[src/rtl/pipe_pkg.sv]
// Shared encodings for the PIPE control slice: status codes, icodes and the
// control FSM state type.
package pipe_pkg;

    localparam logic [3:0] S_AOK = 4'b1000;
    localparam logic [3:0] S_HLT = 4'b0100;
    localparam logic [3:0] S_ADR = 4'b0010;
    localparam logic [3:0] S_INS = 4'b0001;

    localparam logic [3:0] I_POPQ   = 4'hB;
    localparam logic [3:0] I_RET    = 4'h9;
    localparam logic [3:0] I_JXX    = 4'h7;
    localparam logic [3:0] I_OPQ    = 4'h6;
    localparam logic [3:0] I_MRMOVQ = 4'h5;

    localparam logic [3:0] RNONE = 4'hF;

    typedef enum logic [1:0] {
        ST_INIT,
        ST_RUN,
        ST_HALT
    } state_t;

endpackage

[src/rtl/pipe_ctrl_sat_counter.sv]
// Saturating up-counter used for the pipeline performance counters.
module sat_counter #(
    parameter int CNT_W = 32
) (
    input  logic             clk,
    input  logic             clear,
    input  logic             inc,
    output logic [CNT_W-1:0] cnt
);

    always_ff @(posedge clk) begin
        if (clear)
            cnt <= '0;
        else if (inc && (cnt != '1))
            cnt <= cnt + 1'b1;
    end

endmodule

[src/rtl/pipe_ctrl.sv]
// Y86-64 PIPE control: stall/bubble decisions, condition codes, power-up flush,
// halt freeze and saturating performance counters.
module pipe_ctrl
    import pipe_pkg::*;
#(
    parameter int INIT_CYCLES = 5,
    parameter int CNT_W       = 32
) (
    input  logic             clk,
    input  logic             rst,
    input  logic [3:0]       D_icode,
    input  logic [3:0]       E_icode,
    input  logic [3:0]       M_icode,
    input  logic [3:0]       d_srcA,
    input  logic [3:0]       d_srcB,
    input  logic [3:0]       E_dstM,
    input  logic             e_Cnd,
    input  logic [3:0]       m_stat,
    input  logic [3:0]       W_stat,
    input  logic             alu_zf,
    input  logic             alu_sf,
    input  logic             alu_of,
    output logic             F_stall,
    output logic             D_stall,
    output logic             D_bubble,
    output logic             E_bubble,
    output logic             M_bubble,
    output logic             W_stall,
    output logic             cc_zf,
    output logic             cc_sf,
    output logic             cc_of,
    output logic             halted,
    output logic [3:0]       final_stat,
    output logic [CNT_W-1:0] cyc_cnt,
    output logic [CNT_W-1:0] lu_cnt,
    output logic [CNT_W-1:0] mp_cnt,
    output logic [CNT_W-1:0] ret_cnt
);

    localparam int IW = $clog2(INIT_CYCLES + 1);

    state_t        state, state_nx;
    logic [IW-1:0] init_cnt;
    logic          lu, mp, rt, exc, run, set_cc;

    assign lu  = ((E_icode == I_MRMOVQ) || (E_icode == I_POPQ)) && (E_dstM != RNONE) &&
                 ((E_dstM == d_srcA) || (E_dstM == d_srcB));
    assign mp  = (E_icode == I_JXX) && !e_Cnd;
    assign rt  = (D_icode == I_RET) || (E_icode == I_RET) || (M_icode == I_RET);
    assign exc = (m_stat != S_AOK) || (W_stat != S_AOK);

    assign run    = (state == ST_RUN);
    assign set_cc = run && (E_icode == I_OPQ) && !exc;
    assign halted = (state == ST_HALT);

    always_ff @(posedge clk) begin
        if (rst) begin
            state      <= ST_INIT;
            init_cnt   <= '0;
            cc_zf      <= 1'b1;
            cc_sf      <= 1'b0;
            cc_of      <= 1'b0;
            final_stat <= S_AOK;
        end else begin
            state <= state_nx;
            if (state == ST_INIT)
                init_cnt <= init_cnt + 1'b1;
            if (set_cc) begin
                cc_zf <= alu_zf;
                cc_sf <= alu_sf;
                cc_of <= alu_of;
            end
            if (run && (W_stat != S_AOK))
                final_stat <= W_stat;
        end
    end

    always_comb begin
        state_nx = state;
        F_stall  = 1'b0;
        D_stall  = 1'b0;
        D_bubble = 1'b0;
        E_bubble = 1'b0;
        M_bubble = 1'b0;
        W_stall  = 1'b0;
        case (state)
            ST_INIT: begin
                F_stall  = 1'b1;
                D_bubble = 1'b1;
                E_bubble = 1'b1;
                M_bubble = 1'b1;
                if (init_cnt == IW'(INIT_CYCLES - 1))
                    state_nx = ST_RUN;
            end
            ST_RUN: begin
                // a load-use stall on D takes priority over the ret bubble
                F_stall  = lu | rt;
                D_stall  = lu;
                D_bubble = mp | (!lu & rt);
                E_bubble = mp | lu;
                M_bubble = exc;
                W_stall  = (W_stat != S_AOK);
                if (W_stat != S_AOK)
                    state_nx = ST_HALT;
            end
            ST_HALT: begin
                F_stall  = 1'b1;
                D_stall  = 1'b1;
                D_bubble = 1'b1;
                E_bubble = 1'b1;
                M_bubble = 1'b1;
                W_stall  = 1'b1;
            end
            default: state_nx = ST_INIT;
        endcase
    end

    sat_counter #(.CNT_W(CNT_W)) u_cyc_cnt (
        .clk(clk), .clear(rst), .inc(run), .cnt(cyc_cnt)
    );
    sat_counter #(.CNT_W(CNT_W)) u_lu_cnt (
        .clk(clk), .clear(rst), .inc(run & lu), .cnt(lu_cnt)
    );
    sat_counter #(.CNT_W(CNT_W)) u_mp_cnt (
        .clk(clk), .clear(rst), .inc(run & mp), .cnt(mp_cnt)
    );
    sat_counter #(.CNT_W(CNT_W)) u_ret_cnt (
        .clk(clk), .clear(rst), .inc(run & rt & !lu), .cnt(ret_cnt)
    );

endmodule

[config.mk]
export PLATFORM = sky130hd
export DESIGN_NAME = pipe_ctrl
export DESIGN_NICKNAME = d
export VERILOG_FILES = /design/src/rtl/pipe_pkg.sv /design/src/rtl/pipe_ctrl_sat_counter.sv /design/src/rtl/pipe_ctrl.sv
export SDC_FILE = /design/constraint.sdc
export NUM_CORES = 1
export LEC_CHECK = 0
export ABC_AREA = 1
export CAP_MARGIN = 0
export CORE_AREA = 2 2 138 140
export CTS_BUF_LIST = sky130_fd_sc_hd__clkbuf_8
export DETAILED_ROUTE_END_ITERATION = 6
export DIE_AREA = 0 0 140 142
export GPL_TIMING_DRIVEN = 1
export PLACE_DENSITY = 0.87
export SYNTH_ARGS = -nofsm -noshare
export SYNTH_HDL_FRONTEND = slang
export SYNTH_SLANG_ARGS = --single-unit
[constraint.sdc]
create_clock -name clk -period 2.3 [get_ports clk]
set_input_delay 0.46 -clock clk [delete_from_list [all_inputs] [get_ports clk]]
set_output_delay 0.46 -clock clk [all_outputs]
set_load 0.03 [all_outputs]
==> results of run 1 <==
## per-layer routing
layer,routed length (um),vias up,global-route usage,share of wire
met2,11940,352,0.4408,0.47
li1,-,5072,-,-
met4,452,0,0.08719,0.018
met1,10990,4467,0.3144,0.44
met3,1833,34,0.04610,0.073
met5,0,-,0,0
## cells in the final DEF, fill, tap and decap left out, types with 4 or more instances in the layout
cell type	netlist	layout
sky130_fd_sc_hd__nand2_2	14	16
sky130_fd_sc_hd__buf_12	3	8
sky130_fd_sc_hd__nor3_4	2	4
sky130_fd_sc_hd__nand3b_1	15	15
sky130_fd_sc_hd__nor2_2	4	6
sky130_fd_sc_hd__a21oi_2	19	21
sky130_fd_sc_hd__inv_1	141	138
sky130_fd_sc_hd__clkinv_2	0	5
sky130_fd_sc_hd__nand3_2	4	5
sky130_fd_sc_hd__a21oi_1	64	59
sky130_fd_sc_hd__nor2_1	304	301
sky130_fd_sc_hd__dfxtp_1	140	138
sky130_fd_sc_hd__clkinvlp_4	0	5
sky130_fd_sc_hd__clkdlybuf4s50_1	0	155
sky130_fd_sc_hd__nand4_1	40	40
sky130_fd_sc_hd__nand2_1	527	525
sky130_fd_sc_hd__inv_2	2	5
sky130_fd_sc_hd__dlygate4sd2_1	0	14
sky130_fd_sc_hd__xnor2_1	19	19
sky130_fd_sc_hd__nor3_1	21	20
sky130_fd_sc_hd__buf_4	6	32
sky130_fd_sc_hd__ha_1	10	7
sky130_fd_sc_hd__xor2_1	37	37
sky130_fd_sc_hd__clkbuf_8	0	18
sky130_fd_sc_hd__o21ai_0	20	19
sky130_fd_sc_hd__nand3_1	58	56
## area by class of cell
| class | count | share of cell area |
|---|---|---|
| clock buffer | 18 | 0.02119 |
| multi-input combinational | 1178 | 0.4743 |
| tap | 234 | 0.02504 |
| inverter | 143 | 0.04590 |
| clock inverter | 14 | 0.01016 |
| sequential | 140 | 0.2399 |
| timing repair buffer | 216 | 0.1835 |
## sequential cells by signal, indices dropped and copies added (netlist names), 2 cells and up
name           flops
u_cyc_cnt.cnt     32
u_lu_cnt.cnt      32
u_mp_cnt.cnt      32
u_ret_cnt.cnt     32
final_stat         4
init_cnt           3
state              2
## path summary, 6_finish.rpt
path                                  from                              to  cells after the start
min reg2reg     final_stat[1]$_SDFFE_PP0P_      final_stat[1]$_SDFFE_PP0P_                      2
max                             E_icode[3]                         F_stall                      7
min             final_stat[1]$_SDFFE_PP0P_      final_stat[1]$_SDFFE_PP0P_                      2
max reg2reg  u_cyc_cnt.cnt[1]$_SDFFE_PP0P_  u_cyc_cnt.cnt[30]$_SDFFE_PP0P_                      9
## stage by stage
| step | instances | hold slack (ns) |
|---|---|---|
| after floorplan | 1502 | 0.4554 |
| after global placement | 1909 | 0.4480 |
| after detailed placement | 1909 | 0.4619 |
| after CTS | 1942 | 0.4740 |
| after global routing | 1943 | 0.5133 |
| final | 1943 | 0.4685 |
## cell families (layout without fill, tap and decap cells)
kind of cell,Yosys count,count (layout),synth area share
AOI/OAI and AO/OA,110,110,0.07062
xor gates and xnor gates,56,56,0.05438
adders and majority gates,10,10,0.01387
buffers and inverters,184,391,0.08823
DFF,140,140,0.3108
and+or+nand+nor,1002,1002,0.4621
## worst register-to-register path, delay by kind of cell, from the launching register on
| family | cells | cell delay (ns) |
|---|---|---|
| flops | 1 | 0.43 |
| compound gates | 1 | 0.06 |
| fa+ha+maj | 1 | 0.27 |
| simple gates | 6 | 0.90 |
| buf+inv | 1 | 0.32 |
## timing repair
action / in CTS / in global routing
gates resized for setup: 43 / 13
setup endpoints to repair: 7 / 5
setup buffers: 1 / 1
pin swaps: 15 / 7
hold endpoints to repair: 0 / 0
## power groups by stage
stage	clock, uW	sequential [uW]	combinational [uW]
finish	1900	2560	1410
global route	2080	2570	1530
CTS	1970	2560	1350
detailed placement	0	2610	1290
global placement	0	2610	1260
floorplan	0	2690	771
==> results.ini, run 1 <==
[final_layout]
antennaDiodeCount=0
postLayoutCellArea_um2=11690
fin_nets=1744
area_growth_syn_to_layout_pct=29.66
seq_area_um2=2805
final_layout_size_suffix_gt1_frac=0.08719
layout.core_utilization=0.6336
nFillCells=1672
area_taken_by_multi_input_logic_gates_um2=5547

[global_route]
grt.overflow.total=0
grt_first_pass_wirelength_um=41580
grt_pass1_vias=8966
grt_antenna_before_repair=0
groute.usage.overall=0.2523
pin_count_of_the_biggest_net_entering_global_routing=73

[placed_design]
pre_cts_slack_ns=-0.2990
finalWeightedCongestion=0.9337
place.port_buffers=179
placed_area_um2=11170
dp.final_hpwl_um=18840

[detailed_routing]
detailed_route_via_count=9925
drt_pass1_iterations=7
first_iter_violations=594
wl_per_cell_um=12.98
ant_nets=0
route.detailed.drc=15
routed_wirelength_um=25220
vias_per_cell=5.108

[logic_synthesis]
synth_cell_types=39
synth-seq-area-share=0.3108
yosysMostFrequentCell=sky130_fd_sc_hd__nand2_1
syn-num-nets=1550
number_of_synthesized_register_bits=140
async_set_or_reset_flop_fraction_in_the_synthesized_netlist=0
synth.cell_area_um2=9019
synth-warning-count=0
syn_avg_cell_area_um2=6.004
synthesis.instances=1502
synthTopCellsByArea=sky130_fd_sc_hd__dfxtp_1, sky130_fd_sc_hd__nand2_1, sky130_fd_sc_hd__nor2_1
post-synth-top-area-cell=sky130_fd_sc_hd__dfxtp_1
yosysTopAreaCellShare=0.3108
dominantRegCellSynth=sky130_fd_sc_hd__dfxtp_1
synth_edf_count=0
post_synth_most_frequent_cells=sky130_fd_sc_hd__nand2_1, sky130_fd_sc_hd__nor2_1, sky130_fd_sc_hd__inv_1, sky130_fd_sc_hd__dfxtp_1, sky130_fd_sc_hd__a21oi_1

[timing]
worstMarginPinSlew_ns=0.7588
timing.final.crit_share=0.9518
finalCriticalPeriod_ns=2.189
maxSlewViolCount=0
report.final.hold_viol_count=0
achievable-frequency_mhz=456.8
setup_viol=0
slew_headroom=0.4936
finalClockSkew_ns=0.01763
fin_tns_setup_ns=0
setup_ws_ns=0.1108
rsz0062_at_grt=false

[critical_path]
rrSetupSlack_ns=0.21
worst-path-max-fanout=4
crit_path_max_incr_delay_ns=0.29
cp_data_arrival_time_ns=1.73
critical-path-top-delay-family=buffers and inverters
worst-endpoint-required_ns=1.84
capturing_element_type_of_the_critical_path=primary output
crit_buf_inv=2
worst_path_max_delay_cell=sky130_fd_sc_hd__dlygate4sd2_1
cell_by_cell_trace_of_the_critical_path=dlygate4sd2_1 -> nor2_4 -> nand3_2 -> a21oi_4 -> nand3_4 -> a31oi_4 -> buf_6
worst_setup_path_class=in -> out
cp-start-kind=input port

[pwr]
irDropWorstVdd_mv=0.3826
power.total_uw=5875
power_leakage_uw=0.004444
power_switching_share=0.3300
power_frac_comb=0.240
pwr-share-clk=0.323
power.switching_uw=1938
internal_power_uw=3936
share_of_total_power_in_sequential_cells=0.436
p_per_area_nw_per_um2=502.4

[clock_network]
cts_htree_levels=4
cts_tree=done
tritoncts.num_buffers=17
clock-root-buffer=sky130_fd_sc_hd__clkbuf_8
cts.clk_slew.worst_paths_ns=0.08
cts_num_sinks=140
number_of_hold_repair_buffers_added_at_the_cts_stage=0
clockBufferDepth=2
latest_clock_arrival_within_the_worst_skew_pair_ns=0.44

[outcome]
violations_in_the_final_reports=design-rule violations
outcome=finished with violations

[floorplan]
die_w_um=140
design.portCount=180
floorplan_core_area_um2=18460
std_cell_rows=50
start_util=0.4887
die_height_um=142
die-area_um2=19880

[hold_path]
min-delay-path-class=reg -> reg

[flow_run]
max_cap_viol_count=0

Power figures use the tool's default switching activity.
==> run 2: changes to the inputs <==
Settings changed: CAP_MARGIN 0 to 30, SETUP_SLACK_MARGIN set to 0.05.
==> run 2 against run 1 <==
  * The run still ends with design-rule violations left
  * Clock skew barely moved
  * Utilization rose by 0.24 points
  * Combinational power rose by 4%
  * Hold slack got worse by 0.0015 ns
  * Die area did not move
  * Critical path type unchanged
  * Highest routed layer unchanged
==> results.ini, run 2 (synthesis results as in run 1) <==
[outcome]
outcome=finished with violations
violations_in_the_final_reports=design-rule violations

[clock_network]
clock-root-buffer=sky130_fd_sc_hd__clkbuf_8
cts_num_sinks=140
cts_tree=done
tritoncts.num_buffers=17
number_of_hold_repair_buffers_added_at_the_cts_stage=0
latest_clock_arrival_within_the_worst_skew_pair_ns=0.45
cts.clk_slew.worst_paths_ns=0.08
clockBufferDepth=2
cts_htree_levels=4

[detailed_routing]
wl_per_cell_um=13.01
route.detailed.drc=15
drt_pass1_iterations=7
first_iter_violations=603
routed_wirelength_um=25340
ant_nets=0
detailed_route_via_count=9970
vias_per_cell=5.118

[hold_path]
hp-start=final_stat[1]$_SDFFE_PP0P_
worstHoldPathCells=2
worst_hold_endpoint=final_stat[1]$_SDFFE_PP0P_
min-delay-path-class=reg -> reg

[critical_path]
cp-start-kind=input port
worst-r2r-cell-count=9
rrSetupSlack_ns=0.21
worst-path-max-fanout=3
capturing_element_type_of_the_critical_path=primary output
worst-endpoint-required_ns=1.84
cp_data_arrival_time_ns=1.73
timing.rr.end=u_cyc_cnt.cnt[30]$_SDFFE_PP0P_
r2r_start=u_cyc_cnt.cnt[1]$_SDFFE_PP0P_
worst_setup_path_class=in -> out

[timing]
report.final.hold_viol_count=0
setup_viol=0
rsz0062_at_grt=true
finalCriticalPeriod_ns=2.190
maxSlewViolCount=0
finalClockSkew_ns=0.01796
timing.final.crit_share=0.9523
worstMarginPinSlew_ns=0.7480
achievable-frequency_mhz=456.6
slew_headroom=0.5008

[global_route]
grt.overflow.total=0
grt_first_pass_wirelength_um=41600
pin_count_of_the_biggest_net_entering_global_routing=73
grt_antenna_before_repair=0
groute.usage.overall=0.2522
grt_pass1_vias=8983

[placed_design]
finalWeightedCongestion=0.9337
placed_cells=1909
dp.final_hpwl_um=18840
place.port_buffers=179

[floorplan]
design.portCount=180
floorplan_core_area_um2=18460
die_height_um=142
die-area_um2=19880
start_util=0.4887
std_cell_rows=50
die_w_um=140

[final_layout]
mostFrequentLayoutCells=sky130_fd_sc_hd__nand2_1, sky130_fd_sc_hd__nor2_1, sky130_fd_sc_hd__clkdlybuf4s50_1
antennaDiodeCount=0
fin_nets=1749
final_common_cell=sky130_fd_sc_hd__nand2_1
final_layout_size_suffix_gt1_frac=0.09043
area_growth_syn_to_layout_pct=30.15
number_of_standard_cells_in_the_layout_taps_in_and_fillers_out=1948
layout.core_utilization=0.6360
nFillCells=1676

[pwr]
p_per_area_nw_per_um2=505.9
irDropWorstVdd_mv=0.4336
power_leakage_uw=0.004474

[flow_run]
max_cap_viol_count=0

-- run 2: cell types whose count changed in the layout (fill, tap and decap cells not counted), sizes merged --
| cell | previous run | this run |
|---|---|---|
| clkdlybuf4s15 | 2 | 1 |
| dlygate4sd2 | 14 | 15 |
| buf | 44 | 49 |
| dlymetal6s2s | 1 | 0 |
| clkbuf | 18 | 19 |
-- run 2: what timing repair did --
action                                  in CTS  in global routing
setup buffers                                5                  2
endpoints found under the setup margin       7                  6
pin swaps                                   19                  8
resized for setup                           47                 13
-- run 2: worst max-delay path by stage --
stage / slack [ns] / cells after the start / endpoint / startpoint
finish: 0.11 / 9 / D_bubble / E_icode[3]
detailed placement: -0.30 / 10 / D_stall / E_dstM[2]
global placement: -0.31 / 10 / D_stall / E_dstM[2]
floorplan: 0.09 / 7 / F_stall / E_icode[2]
global route: 0.01 / 9 / D_bubble / E_dstM[1]
CTS: 0.02 / 7 / D_bubble / state[1]$_SDFFE_PP0P_
-- run 2: area by class of cell --
type	count	area, um2	share of cell area
Multi-Input combinational cell	1178	5562	0.4738
Sequential cell	140	2805	0.2390
Timing Repair Buffer	221	2175	0.1853
Inverter	143	536.8	0.04573
Tap cell	234	292.8	0.02494
Clock buffer	18	247.7	0.02111
Clock inverter	14	118.9	0.01013
-- run 2: report_power, final --
part / internal (uW) / leakage (uW) / switching, uW
logic: 595 / 0.00317 / 875
clock network: 881 / 0.000177 / 1020
registers: 2500 / 0.00113 / 65.0
total: 3970 / 0.00447 / 1960
-- run 2: metal layers --
metal / wire length (um) / track usage / vias to the layer above
li1: - / - / 5085
met1: 10920 / 0.3140 / 4494
met2: 12060 / 0.4408 / 353
met3: 1834 / 0.04408 / 38
met4: 528 / 0.09091 / 0
met5: 0 / 0 / -
-- run 2: per-stage QoR --
| stage | TNS (ns) | power (uW) | setup slack, ns | hold WS (ns) | instance area [um2] |
|---|---|---|---|---|---|
| 2_1_floorplan | 0 | 3463 | 0.09091 | 0.4554 | 9019 |
| 3_3_place_gp | -4.738 | 3872 | -0.3052 | 0.4480 | 11170 |
| 3_5_place_dp | -7.074 | 3898 | -0.2990 | 0.4619 | 11170 |
| 4_1_cts | 0 | 5935 | 0.02191 | 0.4740 | 11680 |
| 5_1_grt | 0 | 6242 | 0.009572 | 0.5133 | 11740 |
| 6_report | 0 | 5938 | 0.1097 | 0.4670 | 11740 |
-- run 2: worst max-delay path: stages --
cell and delay [ns]:
sky130_fd_sc_hd__dlygate4sd2_1 0.28, sky130_fd_sc_hd__nor2_4 0.14, sky130_fd_sc_hd__nand3_2 0.13, sky130_fd_sc_hd__a21oi_4 0.20, sky130_fd_sc_hd__buf_4 0.13, sky130_fd_sc_hd__nand2_1 0.06
sky130_fd_sc_hd__nand2_1 0.09, sky130_fd_sc_hd__a21oi_2 0.07, sky130_fd_sc_hd__buf_12 0.16
==> run 3: changes to the inputs <==
Clock period 2.3 ns to 2.6 ns, I/O delays scaled along.
==> run 3 against run 2 <==
  * The run still ends with design-rule violations left
  * Sequential share of layout area grew 0.33 points
  * Total power is 13% lower
  * Via count fell by 1.1%
  * Critical path type unchanged
==> results.ini, run 3 (synthesis results as in run 1) <==
[outcome]
outcome=finished with violations
violations_in_the_final_reports=design-rule violations

[clock_network]
cts_tree=done
clock-root-buffer=sky130_fd_sc_hd__clkbuf_8
tritoncts.num_buffers=17
cts_htree_levels=4
number_of_hold_repair_buffers_added_at_the_cts_stage=0
cts_num_sinks=140
clockBufferDepth=2
latest_clock_arrival_within_the_worst_skew_pair_ns=0.46
cts.clk_slew.worst_paths_ns=0.08

[critical_path]
cp-start-kind=input port
crit_path_max_incr_delay_ns=0.48
worst-r2r-cell-count=10
critical-path-top-delay-family=buffers and inverters
timing.rr.end=u_ret_cnt.cnt[21]$_SDFFE_PP0P_
rrSetupSlack_ns=0.39
worst-endpoint-required_ns=2.08
cell_by_cell_trace_of_the_critical_path=clkdlybuf4s50_1 -> inv_1 -> nand2_1 -> nand2_1 -> nor2_1 -> nand2_1 -> nand2_4 -> nand3_4 -> a31oi_1 -> buf_4
critPathCapture=F_stall
crit_buf_inv=3
setup.worst_path.start=d_srcA[1]
critical_path_depth=10
r2r_start=u_ret_cnt.cnt[1]$_SDFFE_PP0P_
cp_data_arrival_time_ns=1.98
capturing_element_type_of_the_critical_path=primary output
worst_setup_path_class=in -> out
worst-path-max-fanout=4
worst_path_max_delay_cell=sky130_fd_sc_hd__clkdlybuf4s50_1
crit_top_cell=sky130_fd_sc_hd__nand2_1

[placed_design]
finalWeightedCongestion=0.9106
placed_cells=1894
place.port_buffers=179
dp.final_hpwl_um=18630

[global_route]
grt_pass1_vias=9044
pin_count_of_the_biggest_net_entering_global_routing=73
groute.usage.overall=0.2527
grt_antenna_before_repair=0
grt.overflow.total=0
grt_first_pass_wirelength_um=41590

[detailed_routing]
ant_nets=0
detailed_route_via_count=9860
route.detailed.drc=16
wl_per_cell_um=13.15
first_iter_violations=559
drt_pass1_iterations=7
routed_wirelength_um=25330
vias_per_cell=5.119

[timing]
worstMarginPinSlew_ns=0.7102
maxSlewViolCount=0
finalClockSkew_ns=0.01325
timing.final.crit_share=0.9631
setup_viol=0
finalCriticalPeriod_ns=2.504
slew_headroom=0.5260
achievable-frequency_mhz=399.4
report.final.hold_viol_count=0
hold-worst-slack_ns=0.3733
rsz0062_at_grt=false

[pwr]
p_per_area_nw_per_um2=446.0
power_leakage_uw=0.004420
power.total_uw=5159
irDropWorstVdd_mv=0.3849

[flow_run]
max_cap_viol_count=0

[hold_path]
hp-start=rst
min-delay-path-class=in -> reg

[floorplan]
std_cell_rows=50
design.portCount=180
die_w_um=140
start_util=0.4887
die_height_um=142
die-area_um2=19880
floorplan_core_area_um2=18460

[final_layout]
final_layout_size_suffix_gt1_frac=0.07565
fin_nets=1729
final_common_cell=sky130_fd_sc_hd__nand2_1
antennaDiodeCount=0
number_of_standard_cells_in_the_layout_taps_in_and_fillers_out=1926
mostFrequentLayoutCells=sky130_fd_sc_hd__nand2_1, sky130_fd_sc_hd__nor2_1, sky130_fd_sc_hd__clkdlybuf4s50_1
area_growth_syn_to_layout_pct=28.26

==> run 3: changes by cell type in the layout (fill, tap and decap cells not counted), sizes merged <==
| cell | delta |
|---|---|
| clkinvlp | -1 |
| clkdlybuf4s50 | +5 |
| clkbuf | -1 |
| bufinv | +1 |
| dlymetal6s2s | +8 |
| inv | -2 |
| dlygate4sd2 | -11 |
| buf | -20 |
| clkdlybuf4s15 | -1 |
==> run 3: worst min-delay path, cell delays in order <==
cell and delay [ns]:
sky130_fd_sc_hd__buf_2 0.12, sky130_fd_sc_hd__inv_2 0.05, sky130_fd_sc_hd__o21ai_0 0.06, sky130_fd_sc_hd__a21oi_1 0.04
==> run 3: layout make-up <==
type,instances,area (um2)
Clock buffer,18,247.7
Clock inverter,12,126.4
Fill cell,1678,6888
Inverter,143,536.8
Multi-Input combinational cell,1178,5527
Sequential cell,140,2803
Tap cell,234,292.8
Timing Repair Buffer,201,2034
==> run 3: timing repair <==
item                                    in CTS  in global routing
gates cloned                                 0                  0
pin swaps                                    6                 12
gates resized for setup                     20                 23
buffers inserted                             0                  2
endpoints found under the setup margin       4                  6
==> run 3: how the worst min path moves through the flow <==
stage	endpoint	cells after the start	slack, ns
after floorplan	init_cnt[1]$_SDFFE_PP0P_	2	0.46
after global placement	final_stat[0]$_SDFFE_PP0P_	2	0.45
after detailed placement	final_stat[1]$_SDFFE_PP0P_	2	0.45
after CTS	u_mp_cnt.cnt[1]$_SDFFE_PP0P_	4	0.36
after global routing	u_mp_cnt.cnt[1]$_SDFFE_PP0P_	4	0.40
final	u_mp_cnt.cnt[1]$_SDFFE_PP0P_	4	0.37
==> run 3: metal layers <==
layer,GRT usage,vias to the layer above,part of all wire
met3,0.04980,43,0.068
met1,0.3106,4425,0.43
met4,0.08878,0,0.021
met5,0,-,0
met2,0.4433,348,0.48
li1,-,5044,-
==> run 3: power breakdown <==
part	switching, uW	internal [uW]
combinational	729	432
sequential	61.7	2210
clock	871	858
==> run 3: stage by stage <==
stage,TNS (ns),worst slack (ns),instance area (um2),util
floorplan,0,0.2709,9019,-
CTS,0,0.05713,11480,0.6219
global route,0,0.04386,11570,0.6268
global placement,-0.1724,-0.1062,11040,0.5980
finish,0,0.09597,11570,0.6268
detailed placement,-0.3806,-0.1299,11040,0.5980
